$ cat config.mk
export PLATFORM = sky130hd
export DESIGN_NAME = fivebit_serial_subtractor
export DESIGN_NICKNAME = d
export VERILOG_FILES = /design/src/rtl/fivebit_serial_subtractor.sv
export SDC_FILE = /design/constraint.sdc
export NUM_CORES = 1
export LEC_CHECK = 0
export ABC_AREA = 1
export CAP_MARGIN = 10
export CORE_MARGIN = 2
export CORE_UTILIZATION = 40
export CTS_CLUSTER_SIZE = 14
export DETAILED_ROUTE_END_ITERATION = 8
export PLACE_DENSITY = 0.71
export SLEW_MARGIN = 20
export SYNTH_ARGS = -nofsm -noshare
export SYNTH_HDL_FRONTEND = slang
export SYNTH_SLANG_ARGS = --single-unit
$ cat constraint.sdc
create_clock -name clk -period 1.8 [get_ports clk]
set_input_delay 0.36 -clock clk [delete_from_list [all_inputs] [get_ports clk]]
set_output_delay 0.36 -clock clk [all_outputs]
set_load 0.005 [all_outputs]
$ cat src/rtl/fivebit_serial_subtractor.sv
// fivebit_serial_subtractor
//   Bit-serial two's-complement subtractor: Diff = A - B - Bin, one bit per
//   clock, LSB first, through a single full-subtractor cell and a registered
//   borrow. Controlled by a start/busy/done handshake.
// Ports
//   clk    : clock, rising edge
//   rst_n  : synchronous reset, active low
//   start  : request, sampled only in IDLE
//   A, B   : minuend / subtrahend, captured on an accepted start
//   Bin    : borrow-in, captured on an accepted start
//   busy   : high while the serial loop runs (CALC)
//   done   : one-cycle pulse when Diff/Bout/Ovf are valid
//   Diff   : (A - B - Bin) mod 2^WIDTH
//   Bout   : borrow-out, 1 iff A < B + Bin (unsigned)
//   Ovf    : signed overflow of the subtraction
module fivebit_serial_subtractor #(
  parameter int WIDTH = 5
) (
  input  logic             clk,
  input  logic             rst_n,
  input  logic             start,
  input  logic [WIDTH-1:0] A,
  input  logic [WIDTH-1:0] B,
  input  logic             Bin,
  output logic             busy,
  output logic             done,
  output logic [WIDTH-1:0] Diff,
  output logic             Bout,
  output logic             Ovf
);
  localparam int CW = $clog2(WIDTH + 1);

  typedef enum logic [1:0] {IDLE, CALC, DONE} state_t;

  state_t           state, state_nx;
  logic [WIDTH-1:0] areg, breg, dreg;
  logic [CW-1:0]    cnt;
  logic             br, amsb, bmsb, ovf;
  logic             a, b, d, br_nx, last;

  // Full-subtractor cell on the current operand LSBs.
  always_comb begin
    a     = areg[0];
    b     = breg[0];
    d     = a ^ b ^ br;
    br_nx = (~a & b) | (~(a ^ b) & br);
    last  = (cnt == CW'(WIDTH - 1));
  end

  always_comb begin
    state_nx = state;
    unique case (state)
      IDLE:    if (start) state_nx = CALC;
      CALC:    if (last)  state_nx = DONE;
      DONE:    state_nx = IDLE;
      default: state_nx = IDLE;
    endcase
  end

  always_ff @(posedge clk) begin
    if (!rst_n) state <= IDLE;
    else        state <= state_nx;
  end

  always_ff @(posedge clk) begin
    if (!rst_n) begin
      areg <= '0;
      breg <= '0;
      dreg <= '0;
      cnt  <= '0;
      br   <= 1'b0;
      amsb <= 1'b0;
      bmsb <= 1'b0;
      ovf  <= 1'b0;
    end else begin
      case (state)
        IDLE: if (start) begin
          areg <= A;
          breg <= B;
          br   <= Bin;
          // MSBs kept aside: the operand registers are shifted out by the end.
          amsb <= A[WIDTH-1];
          bmsb <= B[WIDTH-1];
          cnt  <= '0;
          ovf  <= 1'b0;
        end
        CALC: begin
          areg <= areg >> 1;
          breg <= breg >> 1;
          dreg <= {d, dreg[WIDTH-1:1]};
          br   <= br_nx;
          cnt  <= cnt + CW'(1);
          // On the last bit, d is the result MSB, so overflow is settled here
          // and is already valid when done rises.
          if (last) ovf <= (amsb != bmsb) && (d != amsb);
        end
        default: ;
      endcase
    end
  end

  // Outputs come straight from flops: no input-to-output combinational path.
  assign busy = (state == CALC);
  assign done = (state == DONE);
  assign Diff = dreg;
  assign Bout = br;
  assign Ovf  = ovf;

endmodule

==> summary.txt, run 1 <==
Run status
  • Status: finished, final reports clean

Place
  • Post-DP Area: about 1300 um^2
  • Final HPWL from detailed placement: around 1.7 mm
  • Number of port buffers: 22
  • Placement Setup Slack: 308.1 ps
  • GPL Wtd Cong: 0.7597

Die
  • Die H: 56.71 um
  • Number of I/O pins: 23
  • Core area: 2686 um^2
  • Die X: 56.71 um
  • Num rows: 19
  • Starting density of the core: 41.36%
  • Die area: 3215 um^2

CTS
  • CTS Buffer Depth: 2
  • H-Tree Depth: 1
  • Clock Latency Late Sink: 310 ps
  • Post-CTS Setup Inserts: 0
  • Root Driver: clkbuf_4
  • Sink Count: 24
  • Clk slew on worst S/H paths: 130 ps
  • Cts bufs inserted: 3
  • CTS tree: done

Power
  • Leak Pwr: 0.6003 nW
  • Pwr Total: 1.103 mW
  • Switch Pwr: 301.7 uW
  • Seq pwr share: 53.7%
  • Peak VDD IR: 0.4249 mV
  • Internal: 801.6 uW
  • Pwr Density: 798.7 nW/um^2
  • Comb pwr share: 20.8%
  • Clock share of power: 25.5%
  • Switching part of the total: 27.34%

Hold path
  • Beginning of the worst hold path: areg[4]
  • Hold depth: 2
  • Worst Hold Class: register to register
  • Hold path endpoint: areg[4]

Global route
  • Total grt overflow: 0
  • Largest net degree at the start of global routing: 23
  • Overall routing resource usage: around 15%
  • Initial antenna violation count: 0
  • Vias in the first global route: 935
  • Global-route wire length before repair: 3.857 mm

Logic synthesis
  • Post-synth top area share: ~43%
  • Sequential area share after synthesis: a little over two fifths
  • Top cells by area, synth: dfxtp_1, nand2_1, nor2_1
  • Synth warn: 0
  • Synth Net Count: ~180
  • Post-synthesis cell count: 158
  • Mapped Avg Cell Area: 7.032 um^2
  • Post-synthesis sequential element count: 24
  • Synth Cell Area: 1111 um^2
  • Synth area leader: dfxtp_1
  • Post-synth cell types: 20

Layout
  • Layout area overhead: 24.32%
  • Number of diodes: 0
  • Final core occ: approximately half
  • Layout Nets: 199
  • Share of layout cells above drive strength 1: 9.392%
  • Post-route cell area: between 1000 and 1500 um^2

Timing
  • Tmin final: around 1700 ps
  • Clock Skew: just under 10 ps
  • Actual slew at the worst max-slew pin: approximately 360 ps
  • Tcrit/Tclk final: between 90% and 100%
  • RSZ-0062 raised after global routing: no
  • Fmax: 0.5826 GHz
  • Final setup vio count: 0
  • Hold Vio Cnt, Final: 0
  • Setup tns final: 0 ps
  • Final worst slack: around 84 ps
  • Relative slew slack: 75.64%
  • Slew Viols, Final: 0

Critical path
  • Setup CP Type: register to output port
  • R2R Path Start: Bout
  • R2R depth: 7
  • Crit path launch type: register
  • CP max FO: 5
  • CP arrival: approximately 1400 ps
  • Reg-to-Reg End: Ovf
  • Critical Path End Type: output port
  • Critical path required time: 1440 ps
  • FF-to-FF setup slack: roughly 420 ps

Routing
  • Initial DRT Pass Iterations: 4
  • Final ANT Viol Nets: 0
  • Initial drt markers: 26
  • Vias per cell: about 4.7
  • Detailed Route WL: about 2.2 mm
  • DR vias: approximately 1000
  • Wire length per cell: 10.44 um
  • DRC errors left: 0

Flow run
  • Max-cap viol count: 0
## cells in the mapped netlist (all sizes together)
master   n
a21oi    8
buf      5
clkbuf   1
dfxtp   24
fa       1
ha       2
inv     18
nand2   46
nand3    4
nand4    1
nor2    33
o21ai   14
xor2     1
## final cells by class
cell class	instances	area, um^2
multi-input cells	110	510.5
clock buffers	4	36.28
flip-flops and latches	24	485.5
inverters	18	67.56
fillers	276	1305
repair buffers	25	242.7
well taps	31	38.79
## how the worst max path moves through the flow
| stage | start | endpoint | slack, ps | cells past startpoint |
|---|---|---|---|---|
| 3_5_place_dp | start | bmsb | 310 | 5 |
| 4_1_cts | state[0] | busy | 2 | 3 |
| 6_report | state[0] | busy | 80 | 3 |
| 5_1_grt | state[1] | done | 9 | 3 |
| 2_1_floorplan | Bout | Ovf | 540 | 7 |
| 3_3_place_gp | start | bmsb | 370 | 5 |
## through the flow
| step | hold slack [ps] | cells |
|---|---|---|
| 4_1_cts | 478.9 | 212 |
| 3_5_place_dp | 459.2 | 208 |
| 2_1_floorplan | 443.7 | 158 |
| 3_3_place_gp | 459.9 | 208 |
| 5_1_grt | 510.6 | 212 |
| 6_report | 476.6 | 212 |
## kinds of logic (layout without fill, tap and decap cells)
group           after synthesis  after routing  synth area share (%)
buf+inv                      24             47                 10.81
compound gates               22             22                 10.92
fa+ha+maj                     3              3                 4.054
xor+xnor                      1              1                0.7884
simple gates                 84             84                 30.18
flops                        24             24                 43.24
## critical path, cell delays in order (launching register included)
cell,delay [ps]
dfxtp_2,410
inv_2,60
nor2_4,80
clkdlybuf4s50_1,500
## flip-flops by register name, summed over array words and instances (netlist names)
name / cells
amsb: 1
Bout: 1
Diff: 5
breg: 5
cnt: 3
state: 2
bmsb: 1
Ovf: 1
areg: 5
## timing repair
action                                 in CTS  in global routing
hold buffers                                0                  0
endpoints found under the hold margin       0                  0
resized for setup                           0                  3
setup endpoints to repair                   0                  2
## per-layer routing
metal	track usage [%]	wire length, um
met1	18.61	1066
met2	26.25	1031
met3	2.535	88
met4	6.122	26
met5	0	0
## cell usage in the layout (no fill, tap or decap), types with 4 or more instances in the layout
| cell type | count |
|---|---|
| a21oi_1 | 6 |
| inv_1 | 16 |
| dfxtp_1 | 22 |
| nor2_1 | 32 |
| clkdlybuf4s50_1 | 22 |
| o21ai_0 | 8 |
| nand3_1 | 4 |
| o21ai_1 | 5 |
| nand2_1 | 44 |
## power groups by stage
stage	sequential [mW]	combinational, mW	clock, mW
floorplan	0.603	0.151	0
global placement	0.603	0.223	0
detailed placement	0.606	0.230	0
CTS	0.594	0.232	0.292
global route	0.598	0.262	0.313
finish	0.593	0.230	0.281
Note: power is estimated with default switching activity, not from simulation.
==> run 2: changes to the inputs <==
CTS_CLUSTER_SIZE = 10   (was 14)
==> results of run 2 <==
Same layout as run 1: the final DEF is identical, and so are final timing and power.
==> run 3: changes to the inputs <==
CELL_PAD_IN_SITES_DETAIL_PLACEMENT = 1   (was default)
CELL_PAD_IN_SITES_GLOBAL_PLACEMENT = 1   (was default)
CORE_UTILIZATION = 35   (was 40)
PLACE_DENSITY = 0.83   (was 0.71)
==> run 3 against run 2 <==
Effect of this change:
- first-iteration DRC count down 7.7%
- setup slack better by 4.8 ps
- clock power up 40%
- via count up 2.6%
- highest routed layer unchanged
- largest power group unchanged
- sequential share of layout area down 0.81 points
- worst hold slack better by 14 ps
- critical path type unchanged
- cell count up 6.1%
- sequential power about the same
- non-clock buffer count unchanged
- utilization down 4.7 points
==> summary.txt, run 3 (synthesis gave the netlist of run 1 again) <==
Layout
  • Non-filler cells, final: 225 (was 212)
  • Final core occ: 46.69% (was 51.42%)
  • Commonest non-fill, non-tap cell in the layout: nand2_1 (unchanged)
  • Sequential cell area: 485.5 um^2 (unchanged)
  • Post-route cell area: 1414 um^2 (was 1381 um^2)
  • Layout Nets: 199 (unchanged)
  • Multi-input gate area: 510.5 um^2 (unchanged)
  • Most frequent cells in the layout: nand2_1, nor2_1, dfxtp_1, clkdlybuf4s50_1, inv_1 (unchanged)
  • Filler cells: 393 (was 276)
  • Layout area overhead: 27.25% (was 24.32%)
  • Share of layout cells above drive strength 1: 9.392% (unchanged)
  • Number of diodes: 0 (unchanged)

Critical path
  • CP max FO: 5 (unchanged)
  • R2R depth: 7 (unchanged)
  • CP max-delay cell: clkdlybuf4s50_1 (unchanged)
  • Top cell family by delay on the critical path: buffers and inverters (unchanged)
  • Bufs and invs on worst path: 2 (unchanged)
  • FF-to-FF setup slack: 440 ps (was 420 ps)
  • R2R Path Start: Bout (unchanged)
  • Reg-to-Reg End: Ovf (unchanged)
  • Setup CP Type: register to output port (unchanged)
  • Crit path launch type: register (unchanged)
  • CP cell instances: inv_2, nor2_1, clkdlybuf4s50_1 (was inv_2, nor2_4, clkdlybuf4s50_1)
  • Critical path required time: 1440 ps (about the same)
  • CP arrival: 1350 ps (was 1360 ps)
  • Critical Path End Type: output port (unchanged)
  • Max stage delay on crit path: 500 ps (about the same)

Die
  • Starting density of the core: 36.69% (was 41.36%)
  • Number of I/O pins: 23 (unchanged)
  • Num rows: 20 (was 19)
  • Die H: 60.34 um (was 56.71 um)
  • Core area: 3028 um^2 (was 2686 um^2)
  • Die X: 60.34 um (was 56.71 um)
  • Die area: 3641 um^2 (was 3215 um^2)

Routing
  • Initial drt markers: 24 (was 26)
  • Vias per cell: 4.529 (was 4.684)
  • DR vias: 1019 (was 993)
  • Final ANT Viol Nets: 0 (unchanged)
  • Wire length per cell: 11.31 um (was 10.44 um)
  • Detailed Route WL: 2.544 mm (was 2.213 mm)
  • Initial DRT Pass Iterations: 4 (unchanged)
  • DRC errors left: 0 (unchanged)

Power
  • Clock share of power: 32.3% (was 25.5%)
  • Peak VDD IR: 0.3434 mV (was 0.4249 mV)
  • Seq pwr share: 48.6% (was 53.7%)
  • Switch Pwr: 317.7 uW (was 301.7 uW)
  • Internal: 903.9 uW (was 801.6 uW)
  • Pwr Density: 864.0 nW/um^2 (was 798.7 nW/um^2)
  • Switching part of the total: 26.01% (was 27.34%)
  • Comb pwr share: 19.1% (was 20.8%)
  • Leak Pwr: 0.6072 nW (was 0.6003 nW)

Global route
  • Overall routing resource usage: 15.63% (was 15.22%)
  • Global-route wire length before repair: 4.291 mm (was 3.857 mm)
  • Largest net degree at the start of global routing: 23 (unchanged)
  • Total grt overflow: 0 (unchanged)
  • Initial antenna violation count: 0 (unchanged)
  • Vias in the first global route: 1100 (was 935)

CTS
  • Root Driver: clkbuf_4 (unchanged)
  • Clk slew on worst S/H paths: 140 ps (was 130 ps)
  • Clock Latency Late Sink: 320 ps (was 310 ps)
  • CTS tree: done (unchanged)
  • CTS Buffer Depth: 2 (unchanged)
  • Post-CTS Hold Buffers: 0 (unchanged)
  • Resized Gates After CTS: 1 (was 0)
  • Sink Count: 24 (unchanged)
  • Cts bufs inserted: 3 (unchanged)
  • Post-CTS Setup Inserts: 0 (unchanged)
  • H-Tree Depth: 1 (unchanged)

Flow run
  • Max-cap viol count: 0 (unchanged)

Timing
  • Clock Skew: 11.93 ps (was 9.808 ps)
  • Fmax: 0.5843 GHz (was 0.5826 GHz)
  • Tcrit/Tclk final: 95.09% (was 95.36%)
  • Actual slew at the worst max-slew pin: 363.5 ps (was 364.2 ps)
  • Relative slew slack: 75.68% (was 75.64%)
  • Slew Viols, Final: 0 (unchanged)
  • RSZ-0062 raised after global routing: no (unchanged)
  • Final setup vio count: 0 (unchanged)
  • Hold Vio Cnt, Final: 0 (unchanged)
  • Tmin final: 1712 ps (was 1716 ps)
  • Setup tns final: 0 ps (unchanged)

Hold path
  • Hold depth: 2 (unchanged)
  • Beginning of the worst hold path: Ovf (was areg[4])
  • Hold path endpoint: Ovf (was areg[4])
  • Worst Hold Class: register to register (unchanged)

Place
  • Placed cells: 221 (was 208)
  • Post-DP Area: 1356 um^2 (was 1340 um^2)
  • GPL Wtd Cong: 0.7167 (was 0.7597)
  • Number of port buffers: 22 (unchanged)
  • Final HPWL from detailed placement: 1.943 mm (was 1.661 mm)

Run status
  • Status: finished, final reports clean (unchanged)
==> run 3: cell types whose count changed in the layout (fill, tap and decap cells not counted), sizes merged <==
cell	change
bufinv	+1
clkbuf	-1
==> run 3: how the worst max path moves through the flow <==
stage | startpoint | end | slack, ps | depth (start not counted)
final | state[1] | done | 90 | 3
after global routing | state[0] | busy | 10 | 3
after CTS | state[1] | done | 10 | 3
after detailed placement | start | amsb | 290 | 5
after global placement | start | breg[0] | 360 | 6
after floorplan | Bout | Ovf | 540 | 7
==> run 3: power by group through the flow <==
stage	Combinational (mW)	Clock [mW]	Sequential, mW
finish	0.233	0.394	0.594
global route	0.270	0.426	0.598
CTS	0.239	0.407	0.595
detailed placement	0.238	0	0.607
global placement	0.227	0	0.603
floorplan	0.151	0	0.603
==> run 3: routing by layer <==
metal  part of all wire, %  track usage (%)
met2                    55            31.21
met1                    40            15.65
met4                   1.1            6.349
met5                     0                0
met3                   3.6            2.772
==> run 3: tightest hold or removal path: cells and delay by family (launching register included) <==
kind             cells  cell delay (ps)
flip-flops           1              330
AO/OA/AOI/OAI        1               50
AND/OR/NAND/NOR      1               70
==> run 3: metrics by stage <==
step                      hold WS (ps)  setup slack (ps)  power, mW
after global routing             516.2             10.19      1.294
after global placement           455.0             358.1     0.8294
after detailed placement         469.3             292.9     0.8447
after floorplan                  443.7             544.8     0.7534
after CTS                        498.4             14.21      1.242
final                            491.1             88.41      1.222
==> run 3: final cells by class <==
| cell class | count | share of cell area (%) |
|---|---|---|
| Sequential cell | 24 | 34.34 |
| Clock buffer | 3 | 1.593 |
| Tap cell | 44 | 3.894 |
| Multi-Input combinational cell | 110 | 36.11 |
| Inverter | 18 | 4.779 |
| Clock inverter | 1 | 2.124 |
| Timing Repair Buffer | 25 | 17.17 |
